## config.mk

```make
export PLATFORM = sky130hd
export DESIGN_NAME = hud_counter_bank
export DESIGN_NICKNAME = d
export VERILOG_FILES = /design/src/rtl/hud_counter_bank.sv
export SDC_FILE = /design/constraint.sdc
export NUM_CORES = 1
export LEC_CHECK = 0
export BUFFER_PORTS_ARGS = -buffer_cell sky130_fd_sc_hd__clkbuf_2
export CAP_MARGIN = 15
export CORE_MARGIN = 2
export CORE_UTILIZATION = 59
export DETAILED_ROUTE_END_ITERATION = 7
export PLACE_DENSITY_LB_ADDON = 0.3
export SLEW_MARGIN = 20
export SYNTH_ARGS = -nofsm -noshare
export SYNTH_HDL_FRONTEND = slang
export SYNTH_SLANG_ARGS = --single-unit
```

## constraint.sdc

```tcl
create_clock -name clk -period 6.95 [get_ports clk]
set_clock_uncertainty 0.1 [all_clocks]
set_input_delay 0.3475 -clock clk [delete_from_list [all_inputs] [get_ports clk]]
set_output_delay 0.3475 -clock clk [all_outputs]
set_load 0.01 [all_outputs]
```

## src/rtl/hud_counter_bank.sv

```systemverilog
// hud_counter_bank: HUD counter bank for Super Gene Bros.
//   Score: BCD counter of SCORE_DIGITS digits, updated by a digit-serial BCD
//          adder behind a valid/ready handshake; saturates at all nines.
//   Coins: two BCD digits; 99 -> 00 rolls over into lives (1-up).
//   Lives: binary, saturating at LIVES_MAX.
//   Debug: 8-bit host byte latch.
// Ports:
//   clk, reset_n (sync, active-low), clear (sync game clear)
//   add_valid/add_ready/add_bcd : score-add handshake and BCD amount
//   coin_inc                    : one-cycle coin pulse
//   debug_we/debug_in/debug_q   : debug byte latch
//   score_bcd, coin_bcd, lives  : registered counter values
//   oneup, score_sat            : one-cycle event pulses
//   score_blank, coin_blank     : leading-zero masks for the digit drivers
module hud_counter_bank #(
  parameter int SCORE_DIGITS = 4,
  parameter int LIVES_INIT   = 3,
  parameter int LIVES_MAX    = 9,
  parameter int BLANK_LZ     = 1
) (
  input  logic                      clk,
  input  logic                      reset_n,
  input  logic                      clear,
  input  logic                      add_valid,
  output logic                      add_ready,
  input  logic [4*SCORE_DIGITS-1:0] add_bcd,
  input  logic                      coin_inc,
  input  logic                      debug_we,
  input  logic [7:0]                debug_in,
  output logic [4*SCORE_DIGITS-1:0] score_bcd,
  output logic [7:0]                coin_bcd,
  output logic [3:0]                lives,
  output logic [7:0]                debug_q,
  output logic                      oneup,
  output logic                      score_sat,
  output logic [SCORE_DIGITS-1:0]   score_blank,
  output logic [1:0]                coin_blank
);

  localparam int SW    = 4 * SCORE_DIGITS;
  localparam int IDX_W = (SCORE_DIGITS > 1) ? $clog2(SCORE_DIGITS) : 1;

  typedef enum logic [1:0] {IDLE, ADD, COMMIT} state_t;

  state_t           state_reg;
  logic [SW-1:0]    score_reg;
  logic [SW-1:0]    op_reg;
  logic [SW-1:0]    work_reg;
  logic [SW-1:0]    add_clamped;
  logic [IDX_W-1:0] idx_reg;
  logic             carry_reg;
  logic             add_ready_reg;
  logic             score_sat_reg;

  logic [7:0]       coin_reg;
  logic [3:0]       lives_reg;
  logic             oneup_reg;
  logic [7:0]       debug_reg;

  logic [3:0]       cur_digit;
  logic [3:0]       op_digit;
  logic [4:0]       digit_sum;
  logic [4:0]       digit_adj;

  // Out-of-range BCD digits in the request are treated as 9.
  genvar gi;
  generate
    for (gi = 0; gi < SCORE_DIGITS; gi++) begin : g_clamp
      assign add_clamped[4*gi +: 4] = (add_bcd[4*gi +: 4] > 4'd9) ? 4'd9 : add_bcd[4*gi +: 4];
    end
  endgenerate

  // One digit of the serial adder: the committed score digit plus the operand
  // digit selected by idx_reg. work_reg collects results so score_reg only
  // ever shows complete sums.
  always_comb begin
    cur_digit = score_reg[4*int'(idx_reg) +: 4];
    op_digit  = op_reg[4*int'(idx_reg) +: 4];
    digit_sum = {1'b0, cur_digit} + {1'b0, op_digit} + {4'b0000, carry_reg};
    digit_adj = digit_sum - 5'd10;
  end

  // Score FSM
  always_ff @(posedge clk) begin
    if (!reset_n || clear) begin
      state_reg     <= IDLE;
      add_ready_reg <= 1'b1;
      score_reg     <= '0;
      op_reg        <= '0;
      work_reg      <= '0;
      idx_reg       <= '0;
      carry_reg     <= 1'b0;
      score_sat_reg <= 1'b0;
    end else begin
      score_sat_reg <= 1'b0;
      case (state_reg)
        IDLE: begin
          if (add_valid && add_ready_reg) begin
            op_reg        <= add_clamped;
            idx_reg       <= '0;
            carry_reg     <= 1'b0;
            work_reg      <= '0;
            add_ready_reg <= 1'b0;
            state_reg     <= ADD;
          end
        end
        ADD: begin
          if (digit_sum > 5'd9) begin
            work_reg[4*int'(idx_reg) +: 4] <= digit_adj[3:0];
            carry_reg                      <= 1'b1;
          end else begin
            work_reg[4*int'(idx_reg) +: 4] <= digit_sum[3:0];
            carry_reg                      <= 1'b0;
          end
          idx_reg <= idx_reg + 1'b1;
          if (idx_reg == IDX_W'(SCORE_DIGITS - 1)) begin
            state_reg <= COMMIT;
          end
        end
        COMMIT: begin
          // A carry out of the top digit means overflow: pin at all nines.
          if (carry_reg) begin
            score_reg     <= {SCORE_DIGITS{4'h9}};
            score_sat_reg <= 1'b1;
          end else begin
            score_reg <= work_reg;
          end
          add_ready_reg <= 1'b1;
          state_reg     <= IDLE;
        end
        default: begin
          add_ready_reg <= 1'b1;
          state_reg     <= IDLE;
        end
      endcase
    end
  end

  // Coins, lives and debug byte. Debug is only cleared by reset, not by clear.
  always_ff @(posedge clk) begin
    if (!reset_n) begin
      coin_reg  <= 8'h00;
      lives_reg <= 4'(LIVES_INIT);
      oneup_reg <= 1'b0;
      debug_reg <= 8'h00;
    end else begin
      if (debug_we) begin
        debug_reg <= debug_in;
      end
      if (clear) begin
        coin_reg  <= 8'h00;
        lives_reg <= 4'(LIVES_INIT);
        oneup_reg <= 1'b0;
      end else begin
        oneup_reg <= 1'b0;
        if (coin_inc) begin
          if (coin_reg == 8'h99) begin
            coin_reg  <= 8'h00;
            oneup_reg <= 1'b1;
            if (lives_reg < 4'(LIVES_MAX)) begin
              lives_reg <= lives_reg + 4'd1;
            end
          end else if (coin_reg[3:0] == 4'd9) begin
            coin_reg <= {coin_reg[7:4] + 4'd1, 4'd0};
          end else begin
            coin_reg <= {coin_reg[7:4], coin_reg[3:0] + 4'd1};
          end
        end
      end
    end
  end

  // Digit i is a leading zero when it and every digit above it are zero.
  generate
    for (gi = 0; gi < SCORE_DIGITS; gi++) begin : g_blank
      if (gi == 0) begin : g_lsd
        assign score_blank[gi] = 1'b0;
      end else begin : g_upper
        assign score_blank[gi] = (BLANK_LZ != 0) && (score_reg[SW-1:4*gi] == '0);
      end
    end
  endgenerate

  assign coin_blank = {(BLANK_LZ != 0) && (coin_reg[7:4] == 4'd0), 1'b0};

  assign add_ready = add_ready_reg;
  assign score_bcd = score_reg;
  assign score_sat = score_sat_reg;
  assign coin_bcd  = coin_reg;
  assign lives     = lives_reg;
  assign oneup     = oneup_reg;
  assign debug_q   = debug_reg;

endmodule

```

==> key figures <==
Run status
  – Outcome: complete, no violations

Floorplan
  – Die X: 82.8 microns
  – DIE HEIGHT: 82.8 microns
  – Die area: 0.00685 sq mm
  – Initial core utilization: 61.5%
  – FP Rows: 28
  – Top Ports: 75
  – Core Area: 0.00596 sq mm

Routing
  – Drt drc: 0
  – Wire per inst: 15.7 microns
  – Vias per cell: 5.73
  – Final WL: 8760 microns
  – DRT Pass-1 Iters: 4
  – Initial DRC count: 234
  – Vias after detailed routing: 3192
  – Routed Antenna Nets: 0

Logic synthesis
  – Distinct cell type count after synthesis: 50
  – EDFF count, synth: 0
  – Asr flop ratio synth: 0%
  – Synth Area in Compound Gates: 13.6%
  – Simple-gate area share of the yosys netlist: 25.5%
  – Multiplexer share of the synthesized area: 8.06%
  – Synth top area share: 41.5%
  – Area contributors post-synth: dfxtp_1, nand2_1, a21oi_1
  – Synth area leader: dfxtp_1
  – #FFs+latches synth: 76
  – Synth Instances: 414
  – Syn Std Cell Area: 0.00366 sq mm
  – Ys flop type: dfxtp_1
  – Register area share after synthesis: 41.5%
  – Area share of fa/ha/maj cells after synthesis: 5.53%
  – Post-Synth XOR/XNOR Area: 1.64%
  – Synth warn: 0
  – Combinational family with the most area after synthesis: simple AND/OR/NAND/NOR gates
  – Avg Cell Area, Syn: 8.85 sq um

STA
  – TNS Setup: 0 ps
  – Setup Viol. Count Final: 0
  – Setup WS post-layout: 2950 ps
  – Final period util: 57.6%
  – Final min period: 4000 ps
  – Worst Max-Slew Pin Slew: 1060 ps
  – Peak Freq: 0.250 GHz
  – Slew Limit Fails: 0
  – Slew headroom: 29.0%
  – Hold Vio Cnt, Final: 0
  – RSZ-0062 raised after global routing: no

Setup path
  – Crit path max-delay family: adder cells
  – WP depth: 10
  – Crit path required time: 7090 ps
  – Buffer and inverter count on the worst path: 1
  – Setup crit start kind: register
  – CP Capture Type: register
  – Worst Path Arrival: 4140 ps
  – Highest cell delay on the worst timing path: 830 ps
  – Crit Path Class: register to register
  – R2r setup slk: 2950 ps
  – Crit-path cells: mux4_2, fa_1, inv_1, fa_1, ha_1, a221o_1, nand2_1, a21o_1, nand2_1, a32o_1
  – Slowest library cell on the worst path: dfxtp_1
  – Crit Path Max Fanout: 16
  – R2R cell count: 10
  – R2R Path Start: idx_reg[0]
  – Worst setup path start: idx_reg[0]
  – Worst reg2reg path endpoint: work_reg[11]
  – CP endpoint: work_reg[11]

Layout
  – Design Area, Final: 0.00424 sq mm
  – Nets: 522
  – Area Overhead vs Synth: 15.8%
  – Final Core Density: 71.2%
  – Fill count: 503
  – Layout cells sized above 1: 22.0%
  – Antenna Cells: 0

Power
  – Total power: 878 uW
  – Peak VDD IR: 0.186 mV
  – Pwr dens: 207 mW/mm^2
  – Leakage: 0.00169 uW

GRT
  – Initial antenna violation count: 0
  – Gr ovfl total: 0
  – Largest net degree at the start of global routing: 59
  – Global-route wire length before repair: 13700 microns
  – Vias in the first global route: 2899
  – GRT Total Usage: 26.3%

Clocking
  – Worst-path clk slew: 80 ps
  – Clk Latency, worst-skew pair: 350 ps
  – Hold Buf Count CTS: 0
  – CTS tree: done
  – Num Clock Sinks: 76
  – CTS Buf Count: 9
  – Root Driver: clkbuf_8
  – H-tree levels: 3
  – Clock Path Buffers: 2
  – Post-CTS setup repair buffer count: 0
  – Post-CTS resize count: 0

Place
  – Pre-CTS WS: 2970 ps
  – RD Place Congestion: 0.922
  – Post-detail-place hpwl: 6480 microns
  – # port buffers: 72
  – Placed cell area: 0.00403 sq mm

Worst hold path
  – Worst hold-check path type: input port to register

Run
  – Maxcap violations: 0
[cells in the mapped netlist, types with 3 or more instances]
cell       n
ha_1      13
nor4_1     7
mux2i_1   10
inv_1     12
and3_1     3
o21ai_0    8
nand2_1   52
clkbuf_1  10
nor2b_1   14
nor2_1    39
mux4_2     8
dfxtp_1   76
nand3b_1  18
nand3_1   11
a32o_1     6
buf_1      4
nor3_1    27
a21oi_1   38
nand2b_1   7
xor2_1     3
buf_2      5
a21o_1     3
o21a_1     5
[logic make-up after synthesis]
logic type | after synthesis
and+or+nand+nor | 188
DFF | 76
AOI/OAI and AO/OA | 75
buffers and inverters | 34
muxes | 19
adders and majority gates | 15
xor gates and xnor gates | 6
other | 1
[report_power, final]
group | total (uW) | internal [uW] | switching [uW] | leakage [uW]
registers | 447 | 442 | 5.52 | 0.000615
clock network | 368 | 203 | 165 | 0.000111
logic | 62.9 | 25.1 | 37.9 | 0.000963
total | 878 | 670 | 209 | 0.00169
[worst min path at each step]
stage | cells after the start | from | slack, ps | end
finish | 3 | add_bcd[11] | 150 | op_reg[11]
global route | 3 | add_bcd[11] | 160 | op_reg[11]
CTS | 3 | add_bcd[11] | 150 | op_reg[11]
detailed placement | 2 | op_reg[15] | 350 | op_reg[15]
global placement | 2 | op_reg[14] | 340 | op_reg[14]
floorplan | 2 | work_reg[13] | 330 | work_reg[13]
[per-layer routing]
layer  share of wire [%]  global-route usage [%]  vias to the layer above
li1                    -                       -                     1580
met1                  45                    34.2                     1490
met2                  48                    44.4                      110
met3                 5.8                    4.65                       12
met4                 1.5                    9.02                        0
met5                   0                       0                        -
[stage by stage]
stage	std cells	hold WS [ps]
after floorplan	415	325
after global placement	541	343
after detailed placement	541	348
after CTS	557	148
after global routing	557	159
final	557	155
[area by class of cell]
| type | instances | area (sq um) | area share, % |
|---|---|---|---|
| sequential | 76 | 1520 | 35.9 |
| timing repair buffer | 73 | 368 | 8.67 |
| clock inverter | 6 | 87.6 | 2.06 |
| multi-input combinational | 305 | 2000 | 47.1 |
| clock buffer | 10 | 128 | 3.01 |
| inverter | 12 | 45.0 | 1.06 |
| tap | 75 | 93.8 | 2.21 |
[layout by cell type (no fill, tap or decap), drive strengths merged, types with 10 or more instances in the layout]
| master | netlist | layout |
|---|---|---|
| mux2i | 10 | 10 |
| dfxtp | 76 | 76 |
| nand2 | 52 | 52 |
| clkbuf | 10 | 82 |
| nor2 | 39 | 39 |
| ha | 13 | 13 |
| nor2b | 14 | 14 |
| nand3 | 11 | 11 |
| nand3b | 18 | 18 |
| a21oi | 39 | 39 |
| nor3 | 28 | 28 |
| inv | 12 | 13 |
[tightest hold or removal path, stage by stage]
cell and delay, ps:
clkbuf_2 100, nand2_1 60, a21oi_1 50
Power figures use the tool's default switching activity.
